`config.mk`:
```
export PLATFORM = sky130hd
export DESIGN_NAME = toggle_seq_ctrl
export DESIGN_NICKNAME = d
export VERILOG_FILES = /design/src/rtl/toggle_seq_ctrl.sv
export SDC_FILE = /design/constraint.sdc
export NUM_CORES = 1
export LEC_CHECK = 0
export CAP_MARGIN = 20
export CORE_MARGIN = 5
export CORE_UTILIZATION = 40
export CTS_CLUSTER_DIAMETER = 200
export DETAILED_ROUTE_END_ITERATION = 10
export GPL_ROUTABILITY_DRIVEN = 0
export PLACE_DENSITY = 0.63
export SYNTH_ARGS = -nofsm -noshare
export SYNTH_HDL_FRONTEND = slang
export SYNTH_SLANG_ARGS = --single-unit
```
`constraint.sdc`:
```
create_clock -name clk -period 2.35 [get_ports clk]
set_input_delay 0.47 -clock clk [delete_from_list [all_inputs] [get_ports clk]]
set_output_delay 0.47 -clock clk [all_outputs]
set_load 0.01 [all_outputs]
```
`src/rtl/toggle_seq_ctrl.sv`:
```
// Round-robin sequencer sharing one Start/Stop/Clear toggle detector among NREQ requesters.
// Drives A through a full toggle cycle per grant and checks that K2 then K1 return in time.
module toggle_seq_ctrl #(
  parameter int NREQ = 4,
  parameter int HOLD = 3,
  parameter int TMO  = 15,
  parameter int IDW  = 2
) (
  input  logic            clk,
  input  logic            rst,
  input  logic [NREQ-1:0] req,
  output logic [NREQ-1:0] grant,
  output logic [NREQ-1:0] done,
  output logic            err,
  output logic [IDW-1:0]  err_id,
  output logic            busy,
  output logic            A_out,
  output logic            det_rst_n,
  input  logic            K1_in,
  input  logic            K2_in
);

  localparam int MAXC = (HOLD > TMO) ? HOLD : TMO;
  localparam int CW   = $clog2(MAXC + 1);
  localparam int IW1  = IDW + 1;

  typedef enum logic [2:0] {
    ST_IDLE, ST_S1, ST_S2, ST_S3, ST_S4, ST_DONE, ST_ERR
  } state_t;

  state_t          state_q, state_d;
  logic [CW-1:0]   cnt_q, cnt_d;
  logic [IDW-1:0]  id_q, id_d, ptr_q, ptr_d;
  logic [NREQ-1:0] grant_q, grant_d, done_q, done_d;
  logic            err_q, err_d, busy_q, busy_d, a_q, a_d, det_rst_n_q, det_rst_n_d;
  logic [IDW-1:0]  err_id_q, err_id_d;

  logic [NREQ-1:0] rot, first_oh;
  logic [IDW-1:0]  off, pick, id_inc;
  logic [IDW:0]    pick_sum;
  logic            pick_vld, hold_last, tmo_last;

  // Rotate requests so the pointer lands on bit 0, isolate the lowest set bit, encode it.
  assign rot      = NREQ'({req, req} >> ptr_q);
  assign first_oh = rot & (~rot + NREQ'(1));
  assign pick_vld = |req;

  for (genvar gi = 0; gi < IDW; gi++) begin : g_off
    logic [NREQ-1:0] sel;
    for (genvar gj = 0; gj < NREQ; gj++) begin : g_sel
      assign sel[gj] = first_oh[gj] && (((gj >> gi) & 1) != 0);
    end
    assign off[gi] = |sel;
  end

  assign pick_sum  = {1'b0, ptr_q} + {1'b0, off};
  assign pick      = (pick_sum >= IW1'(NREQ)) ? IDW'(pick_sum - IW1'(NREQ)) : pick_sum[IDW-1:0];
  assign id_inc    = (id_q == IDW'(NREQ - 1)) ? '0 : id_q + 1'b1;
  assign hold_last = (cnt_q == CW'(HOLD - 1));
  assign tmo_last  = (cnt_q == CW'(TMO - 1));

  always_comb begin
    state_d = state_q;
    id_d    = id_q;
    ptr_d   = ptr_q;
    case (state_q)
      // No grant while the detector is still coming out of reset.
      ST_IDLE: if (pick_vld && det_rst_n_q) begin
        state_d = ST_S1;
        id_d    = pick;
      end
      ST_S1: begin
        if (K1_in || K2_in)  state_d = ST_ERR;
        else if (hold_last)  state_d = ST_S2;
      end
      ST_S2: begin
        if (K1_in || K2_in)  state_d = ST_ERR;
        else if (hold_last)  state_d = ST_S3;
      end
      ST_S3: begin
        if (K1_in)           state_d = ST_ERR;
        else if (K2_in)      state_d = ST_S4;
        else if (tmo_last)   state_d = ST_ERR;
      end
      ST_S4: begin
        if (K2_in)           state_d = ST_ERR;
        else if (K1_in)      state_d = ST_DONE;
        else if (tmo_last)   state_d = ST_ERR;
      end
      ST_DONE, ST_ERR: begin
        state_d = ST_IDLE;
        ptr_d   = id_inc;
      end
      default: state_d = ST_IDLE;
    endcase
  end

  always_comb begin
    cnt_d = cnt_q;
    if (state_d != state_q)   cnt_d = '0;
    else if (cnt_q != '1)     cnt_d = cnt_q + 1'b1;
  end

  // Outputs are registered from the next state so they line up with state_q.
  always_comb begin
    grant_d     = '0;
    done_d      = '0;
    err_d       = 1'b0;
    err_id_d    = err_id_q;
    busy_d      = (state_d != ST_IDLE);
    a_d         = (state_d == ST_S1) || (state_d == ST_S3);
    det_rst_n_d = (state_d != ST_ERR);
    if (state_d == ST_S1 || state_d == ST_S2 || state_d == ST_S3 || state_d == ST_S4)
      grant_d = NREQ'(1) << id_d;
    if (state_d == ST_DONE)
      done_d = NREQ'(1) << id_d;
    if (state_d == ST_ERR) begin
      err_d    = 1'b1;
      err_id_d = id_d;
    end
  end

  always_ff @(posedge clk) begin
    if (!rst) begin
      state_q     <= ST_IDLE;
      cnt_q       <= '0;
      id_q        <= '0;
      ptr_q       <= '0;
      grant_q     <= '0;
      done_q      <= '0;
      err_q       <= 1'b0;
      err_id_q    <= '0;
      busy_q      <= 1'b0;
      a_q         <= 1'b0;
      det_rst_n_q <= 1'b0;
    end else begin
      state_q     <= state_d;
      cnt_q       <= cnt_d;
      id_q        <= id_d;
      ptr_q       <= ptr_d;
      grant_q     <= grant_d;
      done_q      <= done_d;
      err_q       <= err_d;
      err_id_q    <= err_id_d;
      busy_q      <= busy_d;
      a_q         <= a_d;
      det_rst_n_q <= det_rst_n_d;
    end
  end

  assign grant     = grant_q;
  assign done      = done_q;
  assign err       = err_q;
  assign err_id    = err_id_q;
  assign busy      = busy_q;
  assign A_out     = a_q;
  assign det_rst_n = det_rst_n_q;

endmodule

```
==> impl_results.md, run 1 <==
- Final Core Density: 0.5703
- Slew margin rel.: 0.6502
- Ranking of synthesized cells by area: dfxtp_1 (38%), nor2_1 (5.9%), ha_1 (3.8%)
- Drt first pass iters: 4
- Layout cell share with drive strength beyond 1: 0.3155
- Final setup vio count: 0
- WL final: between 3 and 4 mm
- Height of the die: 67.72 µm
- Maxcap violations: 0
- GRT Total Usage: 0.1397
- Status: finished, final reports clean
- Vias per std cell: slightly above 5
- Clk root buf: clkbuf_4
- Die X-Extent: a little under 70 µm
- Maximum fanout along the worst path: 5
- Final ANT Viol Nets: 0
- Synth unique cells: 50
- Crit start category: flop
- Dpl cells: roughly 230
- Top_reg_cell synth: dfxtp_1
- # nets final: 200
- I/O pin count: 22
- Worst-path clk slew: roughly 0.14 ns
- Cell Count, Final, Fillers Out: 233
- FMAX: 438.1 MHz
- Syn_area_per_cell: slightly above 9 µm²
- Max incr delay on CP: approximately 0.53 ns
- Initial DRC Count: 27
- Syn Nets: about 160
- Die area: 0.004585 mm²
- DRC Markers: 0
- Cts hold-fix bufs: 0
- GRT overflow: 0
- Syn Inst Count: approximately 140
- Area Overhead vs Synth: 40.56%
- Crit Path Category: reg -> reg
- Initial Util: 0.4057
- Vias: 1201
- Largest net degree at the start of global routing: 16
- Critical path required time: 2.57 ns
- Vias in the first global route: 1189
- Antenna Cells: 0
- Worst hold path startpoint: err_id[1]
- Most frequent cell after synthesis: dfxtp_1
- Design Power: between 1000 and 1500 µW
- Tightest Pin Transition: 0.5230 ns
- Synthesized area: 0.001333 mm²
- CTS tree: yes
- Static Leak: slightly above 0.0008 µW
- PD cells: ~780 mW/mm²
- Pins Over Slew Limit: 0
- Commonest cells post-synth: dfxtp_1 (25), nor2_1 (21), nor3_1 (8)
- # H-tree levels: 1
- Antenna violations before repair: 0
- Skew-Pair Late Insertion Delay: about 0.32 ns
- Yosys top cell area share: 0.3756
- IO Port Bufs: 21
- Number of synthesized flops with an enable pin: 0
- Fin crit share: 0.9713
- Ys async rst share: 0
- Worst path arrival time: approximately 2.5 ns
- CP Launch Point: cnt_q[0]
- Postcts setup bufs: 0
- VDD IR max: roughly 420 µV
- Reg-to-Reg Start: cnt_q[0]
- Clk sinks: 25
- Num CTS Buffers: 3
- Final HPWL DP: about 2.2 mm
- Slowest cell on the critical path: a2111o_4
- Post-DR wirelength/cell: between 10 and 15 µm
- Crit-path cells: inv_1 -> ha_2 -> nor3b_2 -> buf_4 -> mux2_4 -> a2111o_4 -> and4_4 -> o211ai_4 -> nor2_1
- Final min period: 2.283 ns
- Fin. Hold Viols: 0
- Post-synth top area cell: dfxtp_1
- Sequential area share after synthesis: 0.3756
- First-pass GRT wire length: between 4 and 5 mm
- FP Rows: 21
- Hold WC Path Type: reg -> reg
- Bufs on Longest Clock Path: 2
- Synth warn: 0
- FF+latch count, synth: 25
- Number of fill cells: ~300
- Setup crit end kind: flop
- Core Region: around 0.0033 mm²
- Setup Skew: around 0.0061 ns
[cells by family after synthesis]
family          count (synthesis)  synth area share
compound gates                 24            0.1765
xor+xnor                        3           0.01972
fa+ha+maj                       4           0.03756
buf+inv                        11           0.03755
flops                          25            0.3756
mux                             7           0.05540
simple gates                   69            0.2977
[flip-flops by register name, summed over array words and instances (netlist names)]
register	count
cnt_q	4
done	4
grant	4
state_q	3
err_id	2
id_q	2
ptr_q	2
A_out	1
busy	1
det_rst_n	1
err	1
[worst max-delay path, delay by kind of cell, from the launching register on]
family                     cells  cell delay (ns)
AOI/OAI and AO/OA              2             0.76
and+or+nand+nor                3             0.42
DFF                            1             0.34
muxes                          1             0.30
buffers and inverters          2             0.19
adders and majority gates      1             0.17
[routing by layer]
metal  track usage  share of wire
met2        0.2442           0.50
met3       0.02496          0.037
met5             0              0
met4       0.05316         0.0077
met1        0.1683           0.45
[layout by cell type, fill, tap and decap left out, types with 2 or more instances in the layout]
cell	instances
buf_4	25
dfxtp_1	23
nor2_1	19
clkdlybuf4s50_1	17
nor3_2	5
nor2b_1	5
nand2b_1	4
nor3_1	4
mux2i_1	4
nand2_1	4
and2_1	4
inv_1	3
nand3_1	3
ha_1	3
clkbuf_4	3
dlymetal6s2s_1	3
nor4_1	2
a21oi_1	2
nand4_1	2
and4b_1	2
a21oi_4	2
o211a_1	2
a211oi_2	2
xnor2_1	2
mux2_2	2
a21boi_0	2
o32ai_1	2
dfxtp_2	2
[path summary, 6_finish.rpt]
path                to  slack (ns)  cells past startpoint
min          err_id[1]        0.48                      2
min reg2reg  err_id[1]        0.48                      2
max reg2reg   cnt_q[0]        0.07                      9
max           cnt_q[0]        0.07                      9
[per-stage QoR]
step	TNS [ns]	cell area, µm²	hold WS, ns	setup WS, ns
floorplan	0	1333	0.4860	0.04461
global placement	-2.465	1760	0.4576	-0.3004
detailed placement	-3.015	1760	0.4651	-0.3580
global route	-0.02380	1873	0.5162	-0.008654
CTS	0	1812	0.4853	0.01304
finish	0	1873	0.4839	0.06740
[final cells by class]
class / count / area [µm²] / area share
well taps: 46 / 57.56 / 0.03073
clock inverters: 1 / 7.507 / 0.004008
clock buffers: 3 / 22.52 / 0.01202
flip-flops and latches: 25 / 503.0 / 0.2685
multi-input cells: 107 / 852.1 / 0.4549
repair buffers: 47 / 415.4 / 0.2218
inverters: 4 / 15.01 / 0.008016
[repair_timing]
item	in CTS	in global routing
pin swaps	2	12
setup endpoints to repair	10	10
gates resized for setup	6	17
[power by group]
| group | total (µW) | switching (µW) | internal, µW |
|---|---|---|---|
| Clock | 198 | 133 | 65.0 |
| Combinational | 718 | 339 | 379 |
| Sequential | 549 | 55.9 | 493 |
| Total | 1460 | 528 | 937 |
Power figures use the tool's default switching activity.
==> inputs of run 2 (changes only) <==
--- a/config.mk
+++ b/config.mk
@@ -5,7 +5,6 @@
 export SDC_FILE = /design/constraint.sdc
 export NUM_CORES = 1
 export LEC_CHECK = 0
-export CAP_MARGIN = 20
 export CORE_MARGIN = 5
 export CORE_UTILIZATION = 40
 export CTS_CLUSTER_DIAMETER = 200
==> constraint.sdc (replaced) <==
create_clock -name clk -period 2.35 [get_ports clk]
set_input_delay 0.3525 -clock clk [delete_from_list [all_inputs] [get_ports clk]]
set_output_delay 0.3525 -clock clk [all_outputs]
set_load 0.01 [all_outputs]
==> run 2 against run 1 <==
Count of clock-buffer cells in the layout stayed put. Largest power group unchanged. Via count fell by 1.6%. Cell count did not move. Critical path type unchanged. Critical path depth did not move. Largest cell class unchanged. Sequential power barely moved. Combinational power is 1% lower. Utilization is 0.88 points lower. Power is 0.57% lower. Clock skew shrank 0.0028 ns.
==> impl_results.md, run 2 (synthesized netlist as in run 1, its figures left out) <==
- GRT overflow: 0 (unchanged)
- Layout cell share with drive strength beyond 1: 0.2941 (-0.02139)
- First-pass GRT wire length: 4.816 mm (-3.2%)
- Vias: 1182 (-1.6%)
- Design Power: 1456 µW (-0.57%)
- Vias per std cell: 5.073 (-1.6%)
- Clk sinks: 25 (unchanged)
- Antenna violations before repair: 0 (unchanged)
- Die X-Extent: 67.72 µm (unchanged)
- Clk root buf: clkbuf_4
- Largest net degree at the start of global routing: 16 (unchanged)
- Num CTS Buffers: 3 (unchanged)
- Commonest non-fill, non-tap cell in the layout: buf_4
- Clock power frac: 0.135 (about the same)
- Pins Over Slew Limit: 0 (unchanged)
- CTS tree: yes
- Combinational Power Share: 0.488 (-0.002)
- Initial Util: 0.4057 (unchanged)
- Gr busiest metal: met2
- Flop2flop setup slack: 0.06 ns (about the same)
- Final ANT Viol Nets: 0 (unchanged)
- Reg-to-Reg Start: cnt_q[0]
- # H-tree levels: 1 (unchanged)
- IO Port Bufs: 21 (unchanged)
- Final Core Density: 0.5615 (-0.008762)
- Initial DRC Count: 22 (-19%)
- Setup Skew: 0.003290 ns (-0.002837 ns)
- Die area: 0.004585 mm² (unchanged)
- P_int: 934.1 µW (-0.30%)
- Reg2reg end: cnt_q[0]
- Cts hold-fix bufs: 0 (unchanged)
- Fin crit share: 0.9734 (+0.002050)
- PD cells: 789.7 mW/mm² (+0.98%)
- DRC Markers: 0 (unchanged)
- Skew-Pair Late Insertion Delay: 0.32 ns (about the same)
- # nets final: 200 (unchanged)
- Height of the die: 67.72 µm (unchanged)
- Final setup vio count: 0 (unchanged)
- Critical path required time: 2.57 ns (about the same)
- Sw Ratio: 0.3586 (-0.001745)
- Slew margin rel.: 0.6515 (+0.001313)
- Core Region: 0.003284 mm² (unchanged)
- Fin. Hold Viols: 0 (unchanged)
- Number of fill cells: 305 (+1.3%)
- Status: finished, final reports clean
- Drt first pass iters: 4 (unchanged)
- Worst-path clk slew: 0.14 ns (about the same)
- Setup crit end kind: flop
- Post-DR wirelength/cell: 12.42 µm (-3.6%)
- CP Launch Point: cnt_q[0]
- FP Rows: 21 (unchanged)
- Most frequent cells in the layout: buf_4 (26), dfxtp_1 (23), clkdlybuf4s50_1 (21), nor2_1 (20), nor3_1 (6)
- Worst path arrival time: 2.50 ns (about the same)
- Footprint of the multi-input gates: 833.3 µm² (-2.2%)
- Hold Path Depth: 2 (unchanged)
- Reg area: 503.0 µm² (unchanged)
- VDD IR max: 406.9 µV (-3.5%)
- M1 GR Usage: 0.1630 (-0.005369)
- Crit start category: flop
- Worst reg2reg path depth: 9 (unchanged)
- RSZ-0062 raised after global routing: false
- Final min period: 2.287 ns (+0.004818 ns)
- Switching power: 522.3 µW (-1.1%)
- WL final: 2.894 mm (-3.6%)
- FMAX: 437.2 MHz (-0.21%)
- M2 GR Usage: 0.2382 (-0.006075)
- Sequential Power Share: 0.377 (+0.002)
- Worst hold path startpoint: err_id[1]
- Hold WS: 0.4834 ns (-0.0005890 ns)
- Grt met3 use: 0.02829 (+0.003328)
- GRT Total Usage: 0.1369 (-0.002862)
- Area Overhead vs Synth: 38.40%
- Vias in the first global route: 1141 (-4.0%)
- Hold WC Path Type: reg -> reg
- Maximum fanout along the worst path: 5 (unchanged)
- Bufs on Longest Clock Path: 2 (unchanged)
- Crit Path Category: reg -> reg
- Antenna Cells: 0 (unchanged)
- Hold endpoint: err_id[1]
- Static Leak: 0.0007744 µW (-4.3%)
- Maxcap violations: 0 (unchanged)
- I/O pin count: 22 (unchanged)
- Final HPWL DP: 2.207 mm (-1.7%)
- Tightest Pin Transition: 0.5211 ns (-0.001963 ns)
## run 2: cell count changes in the layout (fill, tap and decap cells not counted), moves of 2 or more
cell             before  now
clkdlybuf4s50_1      17   21
nor3_1                4    6
nor3_2                5    3
dlymetal6s2s_1        3    0
## run 2: per-layer routing
layer  wire length, µm  part of all wire
met5                 0                 0
met1              1322              0.46
met4                23            0.0079
met2              1435              0.50
met3               113             0.039
## run 2: layout make-up
type	instances	area share
inverters	4	0.008141
flip-flops and latches	25	0.2727
well taps	46	0.03121
clock buffers	3	0.01221
clock inverters	1	0.004071
repair buffers	47	0.2198
multi-input cells	107	0.4518
## run 2: power by group through the flow
stage | Sequential, µW | Combinational (µW) | Clock, µW
after floorplan | 558 | 361 | 0
after global placement | 549 | 635 | 0
after detailed placement | 554 | 645 | 0
after CTS | 545 | 680 | 205
after global routing | 558 | 766 | 226
final | 549 | 711 | 197
## run 2: worst max path at each step
stage          slack, ns  endpoint  cells past startpoint
2_1_floorplan       0.04  cnt_q[2]                      8
3_3_place_gp       -0.18   done[0]                      8
3_5_place_dp       -0.23   done[2]                      8
4_1_cts            0.008  cnt_q[0]                      9
5_1_grt            0.003  cnt_q[0]                      9
6_report            0.06  cnt_q[0]                      9
## run 2: worst max-delay path, stage by stage, from the launching register on
cell	delay (ns)
dfxtp_2	0.35
inv_2	0.04
ha_2	0.17
nor3b_2	0.15
buf_4	0.14
mux2_4	0.29
a2111o_4	0.53
and4_4	0.21
o211ai_4	0.24
nor2_1	0.07
## run 2: timing repair
action	4_1_cts	5_1_grt
resized for setup	5	8
pin swaps	2	6
endpoints found under the setup margin	8	8
setup buffers	0	0
## run 2: stage by stage
step / cells / setup TNS [ns] / instance area (µm²) / setup WS, ns
detailed placement: 229 / -1.093 / 1760 / -0.2260
floorplan: 143 / 0 / 1333 / 0.04461
global route: 233 / 0 / 1844 / 0.002863
global placement: 229 / -0.7694 / 1760 / -0.1829
CTS: 233 / 0 / 1818 / 0.007871
finish: 233 / 0 / 1844 / 0.06258
==> inputs of run 3 (changes only) <==
--- a/config.mk
+++ b/config.mk
@@ -11,6 +11,7 @@
 export DETAILED_ROUTE_END_ITERATION = 10
 export GPL_ROUTABILITY_DRIVEN = 0
 export PLACE_DENSITY = 0.63
+export SLEW_MARGIN = 0
 export SYNTH_ARGS = -nofsm -noshare
 export SYNTH_HDL_FRONTEND = slang
 export SYNTH_SLANG_ARGS = --single-unit
==> results of run 3 <==
Final layout, timing and power as in run 2 (identical DEF).
